==> src/rtl/seven_segment_scan_counter.sv <==
// seven_segment_scan_counter
// Multi-digit BCD seconds counter with a time-multiplexed common-cathode
// 7-segment display driver. Every state flop except the wrap pulse sits on one
// scan chain: div, digits, refresh, idx (scan_in side first).
// Build option: define DOWN_COUNT_EN to add the 'up' direction port; without it
// the counter is up-only.
module seven_segment_scan_counter #(
  parameter int DIGITS        = 4,
  parameter int DIV_MAX       = 9_999_999,
  parameter int DIV_WIDTH     = 24,
  parameter int REFRESH_WIDTH = 10
) (
  input  logic              clk,
  input  logic              rst,
  input  logic              ena,
`ifdef DOWN_COUNT_EN
  input  logic              up,
`endif
  input  logic              scan_in,
  input  logic              scan_en,
  output logic              scan_out,
  output logic [6:0]        led_out,
  output logic [DIGITS-1:0] digit_sel,
  output logic              wrap
);

  localparam int IDX_W = (DIGITS > 1) ? $clog2(DIGITS) : 1;
  localparam int DIG_W = 4 * DIGITS;
  localparam int L     = DIV_WIDTH + DIG_W + REFRESH_WIDTH + IDX_W;

  localparam logic [DIV_WIDTH-1:0] DIV_MAX_C = DIV_WIDTH'(DIV_MAX);
  localparam logic [IDX_W-1:0]     LAST_IDX  = IDX_W'(DIGITS - 1);
  localparam logic [IDX_W:0]       IDX_LIM   = (IDX_W + 1)'(DIGITS);

  // Scan-only values above 9 behave as 9 when a digit is updated.
  function automatic logic [3:0] clamp_bcd(input logic [3:0] v);
    return (v > 4'd9) ? 4'd9 : v;
  endfunction

  // Segment pattern {g,f,e,d,c,b,a}; non-decimal values are blanked.
  function automatic logic [6:0] seg7(input logic [3:0] v);
    case (v)
      4'd0:    return 7'h3F;
      4'd1:    return 7'h06;
      4'd2:    return 7'h5B;
      4'd3:    return 7'h4F;
      4'd4:    return 7'h66;
      4'd5:    return 7'h6D;
      4'd6:    return 7'h7D;
      4'd7:    return 7'h07;
      4'd8:    return 7'h7F;
      4'd9:    return 7'h6F;
      default: return 7'h00;
    endcase
  endfunction

  logic [DIV_WIDTH-1:0]     div_q, div_d;
  logic [DIG_W-1:0]         digits_q, digits_d;
  logic [REFRESH_WIDTH-1:0] ref_q, ref_d;
  logic [IDX_W-1:0]         idx_q, idx_d;
  logic                     wrap_q, wrap_d;
  logic                     tick;
  logic                     count_up;
  logic                     carry;
  logic [3:0]               cur, nxt;
  logic [L-1:0]             chain;

`ifdef DOWN_COUNT_EN
  assign count_up = up;
`else
  assign count_up = 1'b1;
`endif

  assign chain = {idx_q, ref_q, digits_q, div_q};

  // Seconds divider: counts only while enabled, tick on terminal count.
  always_comb begin
    tick  = 1'b0;
    div_d = div_q;
    if (ena) begin
      if (div_q == DIV_MAX_C) begin
        tick  = 1'b1;
        div_d = '0;
      end else begin
        div_d = div_q + 1'b1;
      end
    end
  end

  // BCD ripple: the tick enters digit 0 as carry/borrow; a carry out of the
  // top digit is exactly the all-9s->0s (or all-0s->9s) wrap.
  always_comb begin
    digits_d = digits_q;
    carry    = tick;
    cur      = 4'd0;
    nxt      = 4'd0;
    for (int i = 0; i < DIGITS; i++) begin
      if (carry) begin
        cur = clamp_bcd(digits_q[4*i +: 4]);
        if (count_up) begin
          if (cur == 4'd9) begin
            nxt   = 4'd0;
            carry = 1'b1;
          end else begin
            nxt   = cur + 4'd1;
            carry = 1'b0;
          end
        end else begin
          if (cur == 4'd0) begin
            nxt   = 4'd9;
            carry = 1'b1;
          end else begin
            nxt   = cur - 4'd1;
            carry = 1'b0;
          end
        end
        digits_d[4*i +: 4] = nxt;
      end
    end
    wrap_d = carry;
  end

  // Display refresh: free-running prescaler steps the active digit index.
  always_comb begin
    ref_d = ref_q + 1'b1;
    idx_d = idx_q;
    if (&ref_q) begin
      idx_d = (idx_q >= LAST_IDX) ? '0 : idx_q + 1'b1;
    end
  end

  // State update: reset, else scan shift, else functional next state.
  always_ff @(posedge clk) begin
    if (rst) begin
      div_q    <= '0;
      digits_q <= '0;
      ref_q    <= '0;
      idx_q    <= '0;
      wrap_q   <= 1'b0;
    end else if (scan_en) begin
      {idx_q, ref_q, digits_q, div_q} <= {chain[L-2:0], scan_in};
      wrap_q <= 1'b0;
    end else begin
      div_q    <= div_d;
      digits_q <= digits_d;
      ref_q    <= ref_d;
      idx_q    <= idx_d;
      wrap_q   <= wrap_d;
    end
  end

  // Digit select and segment decode for the active index; out-of-range blanks.
  always_comb begin
    digit_sel = '0;
    led_out   = 7'h00;
    if ({1'b0, idx_q} < IDX_LIM) begin
      digit_sel = DIGITS'(1) << idx_q;
      for (int i = 0; i < DIGITS; i++) begin
        if (idx_q == IDX_W'(i)) begin
          led_out = seg7(digits_q[4*i +: 4]);
        end
      end
    end
  end

  assign scan_out = idx_q[IDX_W-1];
  assign wrap     = wrap_q & ~scan_en;

endmodule
==> config.mk <==
export PLATFORM = sky130hd
export DESIGN_NAME = seven_segment_scan_counter
export DESIGN_NICKNAME = d
export VERILOG_FILES = /design/src/rtl/seven_segment_scan_counter.sv
export SDC_FILE = /design/constraint.sdc
export NUM_CORES = 1
export LEC_CHECK = 0
export ABC_AREA = 1
export BUFFER_PORTS_ARGS = -buffer_cell sky130_fd_sc_hd__buf_4
export CORE_MARGIN = 1.5
export CORE_UTILIZATION = 45
export DETAILED_ROUTE_END_ITERATION = 10
export SLEW_MARGIN = 20
export SYNTH_ARGS = -nofsm -noshare
export SYNTH_HDL_FRONTEND = slang
export SYNTH_SLANG_ARGS = --single-unit
==> constraint.sdc <==
create_clock -name clk -period 3 [get_ports clk]
set_input_delay 0 -clock clk [delete_from_list [all_inputs] [get_ports clk]]
set_output_delay 0 -clock clk [all_outputs]
set_load 0.02 [all_outputs]
==> metrics.md <==
| Metric | Value |
|---|---|
| Port buffer count | `17` |
| Routing usage on met2 | `35.3%` |
| CP arrival | `2970 ps` |
| Leak | `2.71 nW` |
| Multi-input logic area | `3160 um2` |
| Critical path type | `flop to flop` |
| YS warnings | `0` |
| Met3 GRT Util | `3.55%` |
| Top-area cell type share of the netlist area | `30.8%` |
| Max-slew violations | `0` |
| Core footprint | `11400 um2` |
| Flops & latches, synth | `81` |
| # setup viols final | `0` |
| Number of cell rows | `39` |
| Post-synthesis compound-gate area fraction | `15.0%` |
| Avg Cell Area, Syn | `6.57 um2` |
| Slew margin rel. | `52.9%` |
| P&R area growth vs syn | `12.5%` |
| Mapped cell area | `5260 um2` |
| Register area share after synthesis | `30.8%` |
| RD Place Congestion | `0.919` |
| Leading post-synthesis cells by cell area | `dfxtp_1, nand2_1, ha_1, inv_1, a21oi_1` |
| Area leader, netlist | `dfxtp_1` |
| Post-layout util | `51.8%` |
| Post-synthesis adder-cell area fraction | `7.14%` |
| Number of max-cap violations | `0` |
| Hold Vio Cnt, Final | `0` |
| Fillers | `1162` |
| Hold Crit Class | `primary input to flop` |
| Starting Density | `46.0%` |
| Vias/cell | `5.36` |
| Pwr Density | `486 nW/um2` |
| Post-synthesis mux area share | `0%` |
| Vias in the first global route | `4889` |
| Overflow after GRT | `0` |
| DIE AREA | `12300 um2` |
| Reg clk slew, reported paths | `60 ps` |
| Main synth FF type | `dfxtp_1` |
| Fin crit share | `91.3%` |
| Max Clock Freq | `0.365 GHz` |
| Gr busiest metal | `met2` |
| Clock buffer depth | `2` |
| Final net count | `850` |
| Mapped Cells | `800` |
| Drc violations | `0` |
| Vias | `5159` |
| Layout Cells excl Fill | `963` |
| Initial antenna violation count | `0` |
| Detail Route Antenna Nets | `0` |
| Total Routing Usage GR | `22.4%` |
| Simple-Gate Fraction of Synth Area | `36.6%` |
| M1 GR Usage | `30.7%` |
| Largest net degree at the start of global routing | `40` |
| Synth Area in XOR/XNOR | `0.833%` |
| Syn nets | `835` |
| First-pass GRT wire length | `22800 um` |
| Starting DRT DRC Count | `390` |
| Min Tclk post-route | `2740 ps` |
| Final setup margin | `260 ps` |
| Dpl hpwl | `9720 um` |
| Clk_skew | `6.88 ps` |
| CTS tree | `done` |
| WL/cell | `13.8 um` |
| Clock latency on the worst-skew pair | `340 ps` |
| Register area | `1620 um2` |
| Clk root buf | `clkbuf_16` |
| Post-Place Cells | `941` |
| Max Fanout on Critical Path | `7` |
| CP required | `3230 ps` |
| Clk sinks | `81` |
| Outcome | `finished, final reports clean` |
| CTS H-tree lvls | `3` |
| Diodes inserted | `0` |
| Worst Setup Start Kind | `flop` |
| CP Capture Type | `flop` |
| Post-synth EDFFs | `0` |
| Final wirelength | `13300 um` |
| DRT Pass-1 Iters | `5` |
| Yosys cell types | `48` |
| Largest family of logic cells by synthesized area | `simple AND/OR/NAND/NOR gates` |
| Fraction of layout cells with a size suffix above 1 | `12.2%` |
| Post-synthesis async set-or-reset flop share | `0%` |
| I/O pins | `18` |
| Setup WS pre-CTS | `81.3 ps` |
| Worst vdd ir | `352 uV` |
| Die height | `111 um` |
| DIE WIDTH | `111 um` |
| CTS buffer count | `9` |
| Worst slew pin tran | `704 ps` |
critical path: stages, from the launching register on:
cell	delay, ps
dfxtp_1	400
ha_2	240
nand2_2	100
nor2_8	160
nand2_4	90
nor2_8	110
nand2_2	70
nor2_4	120
nand3_2	140
nand2_2	190
nand2_1	70
o21ai_0	80
nand2_1	190
inv_1	170
ha_1	260
o21ai_0	180
nand2_1	70
cell usage after synthesis, types with 10 or more instances:
cell / count
a31oi_1: 13
inv_1: 91
dfxtp_1: 81
clkbuf_1: 18
nand4_1: 20
nor2_1: 65
nand3_1: 42
o21ai_0: 44
nand2_1: 232
ha_1: 30
nand2_2: 10
a21oi_1: 51
nor3_1: 16
metal layers:
metal  vias to the layer above  wire length (um)
li1                       2636                 -
met1                      2391              6370
met2                       119              6020
met3                        13               727
met4                         0               174
met5                         -                 0
logic make-up after synthesis:
family	after synthesis
buf+inv	128
flops	81
xor+xnor	5
compound gates	137
fa+ha+maj	30
simple gates	419
layout make-up:
class	instances	area share, %
flip-flops and latches	81	27.4
clock inverters	6	1.52
inverters	99	6.32
clock buffers	10	4.04
well taps	143	3.02
multi-input cells	591	53.4
repair buffers	33	4.27
stage by stage:
step / hold WS, ps / power (mW) / instance area, um2 / setup TNS [ps]
6_report: 76.6 / 2.88 / 5920 / 0
3_5_place_dp: 304 / 1.68 / 5510 / 0
3_3_place_gp: 301 / 1.67 / 5510 / 0
2_1_floorplan: 170 / 1.55 / 5260 / 0
4_1_cts: 61.1 / 2.90 / 5860 / 0
5_1_grt: 84.3 / 3.02 / 5920 / -27.4
power by group:
group / switching (mW) / total (mW) / internal [mW]
clock network: 0.457 / 1.21 / 0.754
logic: 0.304 / 0.462 / 0.158
registers: 0.0486 / 1.20 / 1.16
timing repair:
action | 4_1_cts | 5_1_grt
buffers inserted | 0 | 4
gates resized for setup | 0 | 9
hold buffers | 2 | 0
hold endpoints to repair | 2 | 0
setup endpoints to repair | 0 | 10
worst paths after layout:
path,start,end,slack [ps],cells after the start
worst max-delay path,div_q[0]$_SDFFE_PP0P_,flop,260,16
worst min-delay path,scan_en,ref_q[2]$_SDFF_PP0_,80,3
worst max register to register,div_q[0]$_SDFFE_PP0P_,flop,260,16
worst min register to register,ref_q[1]$_SDFF_PP0_,ref_q[2]$_SDFF_PP0_,490,2
cells in the final DEF, fill, tap and decap left out, drive strengths merged, types with 2 or more instances in the layout:
cell and n:
nor3 16, clkbuf 10, inv 99, o21ai 48
o31ai 2, nand2 246, nand4 21, nand3 51
or2 3, o211ai 9, bufinv 2, ha 30
nor2 73, xor2 3, clkinv 3, a22oi 7
buf 31, a21oi 51, a31oi 13, o2111ai 2
dfxtp 81, nor4 5, nand3b 2, dlygate4sd3 2
xnor2 2
Note: power is estimated with default switching activity, not from simulation.
